===== src/rtl/wb_dsp_bus_master_pkg.sv =====
// Shared definitions for the DSP Wishbone bus master: error codes, FSM states
// and fixed Wishbone cycle-type encodings.
package wb_dsp_bus_master_pkg;

  // Error codes are also decoded by the algorithm FSM and the slave status register.
  typedef enum logic [1:0] {
    BUS_ERR_NONE    = 2'd0,
    BUS_ERR_WB      = 2'd1,
    BUS_ERR_TIMEOUT = 2'd2,
    BUS_ERR_RETRY   = 2'd3
  } bus_err_e;

  typedef enum logic [1:0] {
    IDLE    = 2'd0,
    ACCESS  = 2'd1,
    BACKOFF = 2'd2
  } bus_state_e;

  localparam logic [2:0] WB_CTI_CLASSIC = 3'b000;
  localparam logic [1:0] WB_BTE_LINEAR  = 2'b00;

  // Counter width able to hold values 0..n-1; never narrower than one bit.
  function automatic int unsigned cnt_width(input int unsigned n);
    return (n > 1) ? $clog2(n) : 1;
  endfunction

endpackage


===== src/rtl/wb_dsp_bus_master.sv =====
// Wishbone B3 classic-cycle master for single read/write transfers issued by
// the DSP algorithm state machine, with per-attempt timeout, bounded retry on
// wb_rty_i, and a sticky error code.
module wb_dsp_bus_master
  import wb_dsp_bus_master_pkg::*;
#(
  parameter int dw        = 32,
  parameter int aw        = 32,
  parameter int TIMEOUT   = 256,
  parameter int MAX_RETRY = 3
) (
  input  logic          wb_clk,
  input  logic          wb_rst,
  input  logic          start,
  input  logic [aw-1:0] address,
  input  logic [3:0]    selection,
  input  logic          write,
  input  logic [dw-1:0] data_wr,
  output logic [dw-1:0] data_rd,
  output logic          active,
  output logic [1:0]    error_code,
  output logic [aw-1:0] wb_adr_o,
  output logic [dw-1:0] wb_dat_o,
  output logic [3:0]    wb_sel_o,
  output logic          wb_we_o,
  output logic          wb_cyc_o,
  output logic          wb_stb_o,
  output logic [2:0]    wb_cti_o,
  output logic [1:0]    wb_bte_o,
  input  logic [dw-1:0] wb_dat_i,
  input  logic          wb_ack_i,
  input  logic          wb_err_i,
  input  logic          wb_rty_i
);

  localparam int unsigned TW = cnt_width(TIMEOUT);
  localparam int unsigned RW = cnt_width(MAX_RETRY + 1);
  localparam logic [TW-1:0] TMO_LAST  = TW'(TIMEOUT - 1);
  localparam logic [RW-1:0] RETRY_MAX = RW'(MAX_RETRY);

  bus_state_e    state_q, state_d;
  logic [aw-1:0] adr_q, adr_d;
  logic [dw-1:0] dat_o_q, dat_o_d;
  logic [3:0]    sel_q, sel_d;
  logic          we_q, we_d;
  logic          cyc_q, cyc_d;
  logic          stb_q, stb_d;
  logic          active_q, active_d;
  logic [dw-1:0] data_rd_q, data_rd_d;
  bus_err_e      err_q, err_d;
  logic [RW-1:0] retry_q, retry_d;
  logic [TW-1:0] tmo_q, tmo_d;

  // State and output registers; synchronous reset clears everything.
  always_ff @(posedge wb_clk) begin
    if (wb_rst) begin
      state_q   <= IDLE;
      adr_q     <= '0;
      dat_o_q   <= '0;
      sel_q     <= '0;
      we_q      <= 1'b0;
      cyc_q     <= 1'b0;
      stb_q     <= 1'b0;
      active_q  <= 1'b0;
      data_rd_q <= '0;
      err_q     <= BUS_ERR_NONE;
      retry_q   <= '0;
      tmo_q     <= '0;
    end else begin
      state_q   <= state_d;
      adr_q     <= adr_d;
      dat_o_q   <= dat_o_d;
      sel_q     <= sel_d;
      we_q      <= we_d;
      cyc_q     <= cyc_d;
      stb_q     <= stb_d;
      active_q  <= active_d;
      data_rd_q <= data_rd_d;
      err_q     <= err_d;
      retry_q   <= retry_d;
      tmo_q     <= tmo_d;
    end
  end

  // Next-state and next-output logic; responses are prioritised ack > err > rty.
  always_comb begin
    state_d   = state_q;
    adr_d     = adr_q;
    dat_o_d   = dat_o_q;
    sel_d     = sel_q;
    we_d      = we_q;
    cyc_d     = cyc_q;
    stb_d     = stb_q;
    active_d  = active_q;
    data_rd_d = data_rd_q;
    err_d     = err_q;
    retry_d   = retry_q;
    tmo_d     = tmo_q;

    unique case (state_q)
      IDLE: begin
        if (start) begin
          state_d  = ACCESS;
          adr_d    = address;
          dat_o_d  = data_wr;
          sel_d    = selection;
          we_d     = write;
          cyc_d    = 1'b1;
          stb_d    = 1'b1;
          active_d = 1'b1;
          err_d    = BUS_ERR_NONE;
          retry_d  = '0;
          tmo_d    = '0;
        end
      end

      ACCESS: begin
        if (wb_ack_i) begin
          if (!we_q) begin
            data_rd_d = wb_dat_i;
          end
          state_d  = IDLE;
          cyc_d    = 1'b0;
          stb_d    = 1'b0;
          active_d = 1'b0;
        end else if (wb_err_i) begin
          err_d     = BUS_ERR_WB;
          data_rd_d = '0;
          state_d   = IDLE;
          cyc_d     = 1'b0;
          stb_d     = 1'b0;
          active_d  = 1'b0;
        end else if (wb_rty_i) begin
          if (retry_q < RETRY_MAX) begin
            // Keep cyc to hold the bus; only stb drops for the backoff cycle.
            retry_d = retry_q + 1'b1;
            stb_d   = 1'b0;
            state_d = BACKOFF;
          end else begin
            err_d     = BUS_ERR_RETRY;
            data_rd_d = '0;
            state_d   = IDLE;
            cyc_d     = 1'b0;
            stb_d     = 1'b0;
            active_d  = 1'b0;
          end
        end else if (TIMEOUT != 0) begin
          if (tmo_q == TMO_LAST) begin
            err_d     = BUS_ERR_TIMEOUT;
            data_rd_d = '0;
            state_d   = IDLE;
            cyc_d     = 1'b0;
            stb_d     = 1'b0;
            active_d  = 1'b0;
          end else begin
            tmo_d = tmo_q + 1'b1;
          end
        end
      end

      BACKOFF: begin
        stb_d   = 1'b1;
        tmo_d   = '0;
        state_d = ACCESS;
      end

      default: begin
        state_d  = IDLE;
        cyc_d    = 1'b0;
        stb_d    = 1'b0;
        active_d = 1'b0;
      end
    endcase
  end

  assign data_rd    = data_rd_q;
  assign active     = active_q;
  assign error_code = err_q;
  assign wb_adr_o   = adr_q;
  assign wb_dat_o   = dat_o_q;
  assign wb_sel_o   = sel_q;
  assign wb_we_o    = we_q;
  assign wb_cyc_o   = cyc_q;
  assign wb_stb_o   = stb_q;
  assign wb_cti_o   = WB_CTI_CLASSIC;
  assign wb_bte_o   = WB_BTE_LINEAR;

`ifdef SIM
  string state_name;
  // Readable state for waveform debug.
  always_comb state_name = state_q.name();
`endif

endmodule


===== config.mk =====
export PLATFORM = sky130hd
export DESIGN_NAME = wb_dsp_bus_master
export DESIGN_NICKNAME = d
export VERILOG_FILES = /design/src/rtl/wb_dsp_bus_master_pkg.sv /design/src/rtl/wb_dsp_bus_master.sv
export SDC_FILE = /design/constraint.sdc
export NUM_CORES = 1
export LEC_CHECK = 0
export CORE_MARGIN = 2
export CORE_UTILIZATION = 44
export CTS_CLUSTER_SIZE = 24
export DETAILED_ROUTE_END_ITERATION = 16
export PLACE_DENSITY = 0.94
export RECOVER_POWER = 25
export SLEW_MARGIN = 25
export SYNTH_ARGS = -nofsm -noshare
export SYNTH_HDL_FRONTEND = slang
export SYNTH_SLANG_ARGS = --single-unit

===== constraint.sdc =====
create_clock -name wb_clk -period 4 [get_ports wb_clk]
set_clock_uncertainty 0.1 [all_clocks]
set_input_delay 0.6 -clock wb_clk [delete_from_list [all_inputs] [get_ports wb_clk]]
set_output_delay 0.6 -clock wb_clk [all_outputs]
set_load 0.01 [all_outputs]

# Word level (Yosys, flattened, before mapping)
# Index checks and enable logic that the tools add are counted.
[word_totals]
regBits = 117
latch_bits = 0
mem_bits_rw = 0
rom_bits = 0
inputBits = 107
out_inout_bits = 111
word_cells = 84
memories = 0
[op_classes]
n_addsub = 2
multipliers = 0
n_div = 0
magnitude_cmp = 1
n_eq_ne = 16
shifts = 0
n_mux = 42
bitwise_logic = 1
n_reduce_logical = 11
[op_table]
columns = ["op", "count"]
rows = [
  ["two-way mux 32 bit", 6],
  ["two-way mux 8 bit", 5],
  ["two-way mux 2 bit", 16],
  ["one-hot mux 8 bit (3 select lines)", 1],
  ["!= test 2 bit, second input constant", 8],
  ["!= test 4 bit, second input constant", 3],
  ["AND reduction 6 bit", 2],
  ["!= test 5 bit, second input constant", 2],
  ["two-way mux 1 bit", 9],
  ["adder 8 x 1 -> 8 bit, second input constant", 1],
  ["== test 8 bit, second input constant", 1],
  ["one-hot mux 2 bit (2 select lines)", 2],
  ["AND reduction 4 bit", 2],
  ["one-hot mux 1 bit (3 select lines)", 2],
  ["one-hot mux 2 bit (3 select lines)", 1],
  ["AND reduction 5 bit", 1],
  ["AND reduction 2 bit", 2],
  ["nonzero test 4 bit", 1],
  ["nonzero test 3 bit", 1],
  ["adder 2 x 1 -> 2 bit, second input constant", 1],
  ["== test 2 x 1 -> 1 bit, second input constant", 1],
  ["== test 2 bit, second input constant", 1],
  ["zero test 2 bit", 1],
  ["less-than comparator 2 bit, second input constant", 1],
  ["other kinds (2)", 2],
]

# Logic depth before layout (Yosys ltp)
# Gate-level depths: netlist of the first run.
[depth]
ltp_word = 6
depth_mapped = 8
mapped_depth_nobuf = 5

# Worst setup path before layout of the first run
# Ideal clock, no wire load.
[synth_path]
path_kind = "in2reg"
from = "input wb_err_i"
to = "register retry_q[0]"
setup_time_ns = 0.070
t_arrival_ns = 1.549
required_time_ns = 3.830
setup_slack_ns = 2.280
stages = 4
path_buffers = 0
cell_sequence = "nor3b_4 > a21oi_2 > or4_1 > a21oi_1"
[synth_between]
elab_chain_len = 2
[synth_rtl]
columns = ["element", "line", "rtl"]
rows = [
  ["from (decl)", "wb_dsp_bus_master.sv:32", "input logic wb_err_i,"],
  ["!= test 2 bit (no source line)", "-", ""],
  ["AND reduction 6 bit (no source line)", "-", ""],
  ["to (signal assigned)", "wb_dsp_bus_master.sv:80", "retry_q <= retry_d;"],
  ["to (decl)", "wb_dsp_bus_master.sv:51", "logic [RW-1:0] retry_q, retry_d;"],
]
# Every way passes these cells.
# A chain may end at the register's enable or synchronous reset.

# Final worst setup path of the first run
[layout_path]
from = "register state_q[0]"
to = "register data_rd_q[8], in the netlist data_rd[8]"
[layout_between]
elab_chain_len = 2
[layout_rtl]
columns = ["element", "line", "rtl"]
rows = [
  ["from (decl)", "wb_dsp_bus_master.sv:41", "bus_state_e state_q, state_d;"],
  ["from (signal assigned)", "wb_dsp_bus_master.sv:70", "state_q <= state_d;"],
  ["== test 2 x 1 -> 1 bit", "wb_dsp_bus_master.sv:100", "unique case (state_q)"],
  ["AND reduction 4 bit (no source line)", "-", ""],
  ["to (signal assigned)", "wb_dsp_bus_master.sv:78", "data_rd_q <= data_rd_d;"],
  ["to (decl)", "wb_dsp_bus_master.sv:49", "logic [dw-1:0] data_rd_q, data_rd_d;"],
]
# Every way passes these cells.

==> results.md, run 1 <==
* Nets at 866
* Placed insts at slightly below 900
* Antenna violations before repair at 0
* Post-DP HPWL at around 9900 um
* # DRC at 0
* Clock group share of total power at 46.2%
* Largest net degree at the start of global routing at 77
* Routed via count at 4,971
* CP max FO at 38
* Worst slack at placement at around 1.2 ns
* Port Buffers at around 210
* Worst reg2reg setup slack at between 1 and 1.5 ns
* Max rail drop VDD at 333 uV
* Power density cells at between 400 and 500 mW/mm^2
* Origin of the worst setup path: state_q[0]
* Fin crit share at between 60% and 70%
* DR vias/cell at around 5.5
* DR pass1 iterations at 5
* Sw power at roughly 0.79 mW
* Die Wd at roughly 110 um
* Most common cell after layout, fill and taps aside: clkdlybuf4s50_1
* TNS Setup at 0 ns
* Fin. Hold Viols at 0
* Clk Latency, worst-skew pair at 0.49 ns
* WP data arrival at about 3.0 ns
* # diodes at 0
* Critical path data required time at between 4 and 5 ns
* Area growth from synthesis to layout at 57.6%
* Critical path class: reg -> reg
* H-tree levels at 4
* First-pass GRT wire length at around 23,000 um
* Gr usage total at around a quarter
* Most frequent cells in the layout: clkdlybuf4s50_1, nand2_1, dfxtp_1
* Post-synth EDFFs at 0
* Reg clk slew, reported paths at roughly 0.050 ns
* RSZ-0062 raised after global routing: false
* Async S/R FF share, synth at 0%
* Post-synthesis cell area at 0.00469 mm^2
* Total power draw at approximately 3.3 mW
* GR Overflow Total at 0
* Post-Synthesis Cells at between 500 and 600
* Yosys reg bits at 117
* Deepest clock path buffer count at 2
* Initial Utilization at a little under half
* Final setup fails at 0
* Post-CTS setup repair buffer count at 0
* Syn avg cell area at approximately 8.2 um^2
* Total die area at 0.0115 mm^2
* CTS buffer count at 17
* Final non-filler cell total at about 910
* CTS tree: built
* Least-Margin Pin Slew at a little under 1 ns
* Worst setup SP type: register
* Sequential element share of the synthesized area at between 40 and 50%
* Synth Flop Type: dfxtp_1
* Routed WL at 14,700 um
* Max Cap Viol at 0
* Hold Crit Start: wb_rst
* Wire per inst at about 16 um
* Hold_ws at roughly 0.32 ns
* Sequential group share of total power at around two fifths
* Netlist cell types at 48
* Crit. End Element: register
* Sw frac at about a quarter
* Pleak at approximately 2.8 nW
* Comb power frac at between 10 and 15%
* Hold_buf cts at 0
* Yosys warns at 0
* Max-slew violation count at 0
* Core Region at 0.0103 mm^2
* Share of layout cells above drive strength 1 at roughly 6%
* Int Power at 2.51 mW
* I/O pin count at ~220
* Worst Hold Class: in -> reg
* Die H at about 110 um
* RR Startpoint: state_q[0]
* Slew headroom at 35.4%
* Clock sink total at between 100 and 150
* Post-route worst setup slack at around 1.3 ns
* Achievable Freq at 368 MHz
* Iteration-0 DRC Markers at approximately 280
* Cell row count at 37
* Status: complete, no violations
* Min Clock Period, post-route at 2.72 ns
* Vias in the first global route at 4,983
* FILL cells at roughly 730
* CTS Root Cell: clkbuf_8
* Post-CTS Resized at 0
* Placer Congestion at roughly 0.9
* Final ANT Viol Nets at 0
power groups by stage:
stage          Combinational (mW)  Sequential [mW]  Clock, mW
2_1_floorplan               0.189             1.33          0
3_3_place_gp                0.482             1.31          0
3_5_place_dp                0.497             1.31          0
4_1_cts                     0.501             1.29       1.55
5_1_grt                     0.530             1.29       1.61
6_report                    0.492             1.28       1.53
state kept, by name (all words and copies together) (netlist names):
| register | flops |
|---|---|
| tmo_q | 8 |
| active | 1 |
| wb_sel_o | 4 |
| wb_stb_o | 1 |
| data_rd | 32 |
| wb_dat_o | 32 |
| state_q | 2 |
| error_code | 2 |
| retry_q | 2 |
| wb_adr_o | 32 |
| wb_we_o | 1 |
logic make-up (layout without fill, tap and decap cells):
family / after synthesis / in the layout / synth area share (%)
AO/OA/AOI/OAI: 169 / 169 / 21.9
adder cells (fa/ha/maj): 2 / 2 / 0.534
buffers and inverters: 57 / 252 / 5.63
flip-flops: 117 / 117 / 50.0
other: 1 / 5 / 0.0800
AND/OR/NAND/NOR: 224 / 224 / 21.8
worst paths after layout:
path,endpoint,depth (start not counted)
worst min register to register,wb_dat_o[20],2
worst max register to register,data_rd[8],5
worst max-delay path,data_rd[8],5
worst min-delay path,tmo_q[7],2
metrics by stage:
| step | instance area [um^2] | utilization [%] |
|---|---|---|
| CTS | 7370 | 71.4 |
| global placement | 6780 | 65.7 |
| floorplan | 4700 | - |
| finish | 7390 | 71.5 |
| global route | 7390 | 71.5 |
| detailed placement | 6780 | 65.7 |
routing by layer:
metal  wire (um)  vias up  GRT usage, %
li1            -     2380             -
met1        5490     2337          27.4
met2        7690      225          45.2
met3        1210       29          8.75
met4         284        0          8.63
met5           0        -             0
cell type report:
| type | instances | area, um^2 | area share, % |
|---|---|---|---|
| timing repair buffer | 218 | 2170 | 29.4 |
| tap | 136 | 170 | 2.30 |
| inverter | 3 | 12.5 | 0.169 |
| clock buffer | 21 | 439 | 5.95 |
| clock inverter | 10 | 155 | 2.10 |
| multi-input combinational | 400 | 2090 | 28.3 |
| sequential | 117 | 2340 | 31.7 |
cells in the mapped netlist, types with 2 or more instances:
cell | instances | area [um^2]
a21oi_1 | 74 | 370
a221oi_1 | 5 | 43.8
a31oi_1 | 3 | 18.8
a32oi_1 | 32 | 280
and2_1 | 2 | 12.5
buf_2 | 10 | 50.1
buf_4 | 7 | 52.6
clkbuf_1 | 32 | 120
clkbuf_2 | 3 | 15.0
dfxtp_1 | 117 | 2340
ha_1 | 2 | 25.0
inv_1 | 3 | 11.3
nand2_1 | 149 | 559
nand2b_1 | 4 | 25.0
nand3_1 | 37 | 185
nand4b_1 | 2 | 17.5
nor2_1 | 8 | 30.0
nor3_1 | 3 | 15.0
nor3_4 | 2 | 32.5
o211ai_1 | 2 | 15.0
o21ai_0 | 35 | 175
o21ai_1 | 8 | 40.0
o32ai_1 | 2 | 17.5
or3_1 | 4 | 25.0
worst max-delay path, stage by stage (launching register included):
cell      delay, ns
dfxtp_1        0.73
nand2b_2       0.60
nor3_4         0.73
buf_8          0.25
a32oi_1        0.09
o21ai_1        0.14
(Power assumes the default switching activity.)
==> inputs of run 2 (changes only) <==
Settings changed: CORE_UTILIZATION 44 to 37, PLACE_DENSITY 0.94 to 0.85.
Clock period 4 ns to 2.4 ns, I/O delays scaled along.
==> run 2 against run 1 <==
Against the previous run: combinational power up 69%; final cell count up 4.8%; clock-buffer cell count up 2; first-iteration DRC count up 7.2%; sequential share of layout area down 0.82 points; clock power up 91%; die area up 18%; final area up 2.6%; fmax up 32%; largest power group unchanged; highest routed layer unchanged.
==> results.md, run 2 (same netlist as run 1, synthesis figures left out) <==
* Cell row count at a little over 40
* Critical path data required time at ~2.6 ns
* CP max stage delay at approximately 0.57 ns
* Most frequent cells in the layout: clkdlybuf4s50_1, nand2_1, dfxtp_1
* Nets at 872
* H-tree levels at 4
* Status: complete, no violations
* Die Wd at ~120 um
* Vias in the first global route at roughly 4,500
* Post-DP HPWL at just over 9000 um
* Worst Hold Class: in -> reg
* # DRC at 0
* Least-Margin Pin Slew at ~0.73 ns
* Critical path's slowest cell: dfxtp_1
* DR top layer: met4
* Met3 WL at between 1000 and 1500 um
* Total die area at 0.0136 mm^2
* Final non-filler cell total at between 900 and 1,000
* Worst slack at placement at around 0.24 ns
* Routed via count at approximately 4,800
* Most common cell after layout, fill and taps aside: clkdlybuf4s50_1
* Post-CTS setup repair buffer count at 0
* CTS tree: built
* Placer Congestion at ~0.82
* DR pass1 iterations at 4
* DRT met1 WL at around 5600 um
* WP data arrival at ~2.3 ns
* Crit. End Element: register
* RSZ-0062 raised after global routing: false
* Fin. Hold Viols at 0
* Slew headroom at about 52%
* Initial Utilization at between 30% and 40%
* CTS Root Cell: clkbuf_16
* Gr usage total at roughly 21%
* GR Overflow Total at 0
* TNS Setup at 0 ns
* R2R depth at 6
* CP max FO at around 70
* CTS buffer count at 17
* Worst setup SP type: register
* Clock sink total at between 100 and 150
* Port Buffers at between 200 and 250
* Crit path capture: wb_dat_o[0]
* Die H at approximately 120 um
* CP cell instances: clkbuf_1, nor2b_2, nand2b_2, buf_6, nand2_1, a21oi_1
* Deepest clock path buffer count at 2
* Total power draw at 5.89 mW
* Achievable Freq at ~480 MHz
* Max rail drop VDD at ~540 uV
* Critical path class: reg -> reg
* Power density cells at 776 mW/mm^2
* # diodes at 0
* Placed insts at ~900
* Origin of the worst setup path: state_q[0]
* Worst reg2reg setup slack at roughly 0.34 ns
* Largest net degree at the start of global routing at 70
* Routed WL at 14,100 um
* RR Startpoint: state_q[0]
* Clk Latency, worst-skew pair at 0.41 ns
* DR WL met2 at 6900 um
* Min Clock Period, post-route at slightly above 2 ns
* First-pass GRT wire length at approximately 22,000 um
* Area growth from synthesis to layout at 61.8%
* DR vias/cell at roughly 5.1
* RR Endpoint: wb_dat_o[0]
* Reg clk slew, reported paths at ~0.050 ns
* Post-CTS Resized at 0
* Final setup fails at 0
* Pleak at ~2.8 nW
* Core Region at ~0.012 mm^2
* Share of layout cells above drive strength 1 at under 10%
* Final ANT Viol Nets at 0
* Hold_buf cts at 0
* Fin crit share at about 86%
* I/O pin count at approximately 220
* Antenna violations before repair at 0
* Wire per inst at 14.8 um
* Iteration-0 DRC Markers at 296
* Max Cap Viol at 0
* Post-route worst setup slack at between 0.3 and 0.4 ns
* Max-slew violation count at 0
run 2: worst min path at each step:
stage,startpoint,endpoint,slack (ns),cells past startpoint
after global placement,wb_dat_o[10],wb_dat_o[10],0.34,2
after global routing,wb_rst,state_q[1],0.32,3
after detailed placement,wb_sel_o[0],wb_sel_o[0],0.35,2
after floorplan,retry_q[1],retry_q[1],0.35,2
final,wb_rst,state_q[1],0.31,3
after CTS,wb_rst,state_q[1],0.28,3
run 2: critical path: cells and delay by family, from the launching register on:
kind,cells,cell delay [ns]
AOI/OAI and AO/OA,1,0.16
and+or+nand+nor,3,0.36
buffers and inverters,2,0.77
DFF,1,0.57
run 2: through the flow:
stage | util (%) | cell area (um^2) | hold slack, ns
3_3_place_gp | 55.5 | 6920 | 0.341
2_1_floorplan | - | 4700 | 0.353
6_report | 60.8 | 7580 | 0.305
4_1_cts | 61.0 | 7600 | 0.284
5_1_grt | 60.8 | 7580 | 0.316
3_5_place_dp | 55.5 | 6920 | 0.347
run 2: cell type report:
class | instances | area, um^2
tap | 172 | 215
multi-input combinational | 400 | 2100
inverter | 3 | 11.3
sequential | 117 | 2340
timing repair buffer | 224 | 2230
clock buffer | 23 | 488
clock inverter | 9 | 195
fill | 1077 | 4880
run 2: power breakdown:
group / switching, mW / internal [mW] / leakage, nW
Clock: 0.867 / 2.05 / 0.337
Sequential: 0.0705 / 2.06 / 0.958
Combinational: 0.396 / 0.437 / 1.54
run 2: metal layers:
layer,vias up,global-route usage (%)
met5,-,0
met4,0,10.4
met3,36,8.20
met2,177,32.8
met1,2187,24.4
li1,2404,-
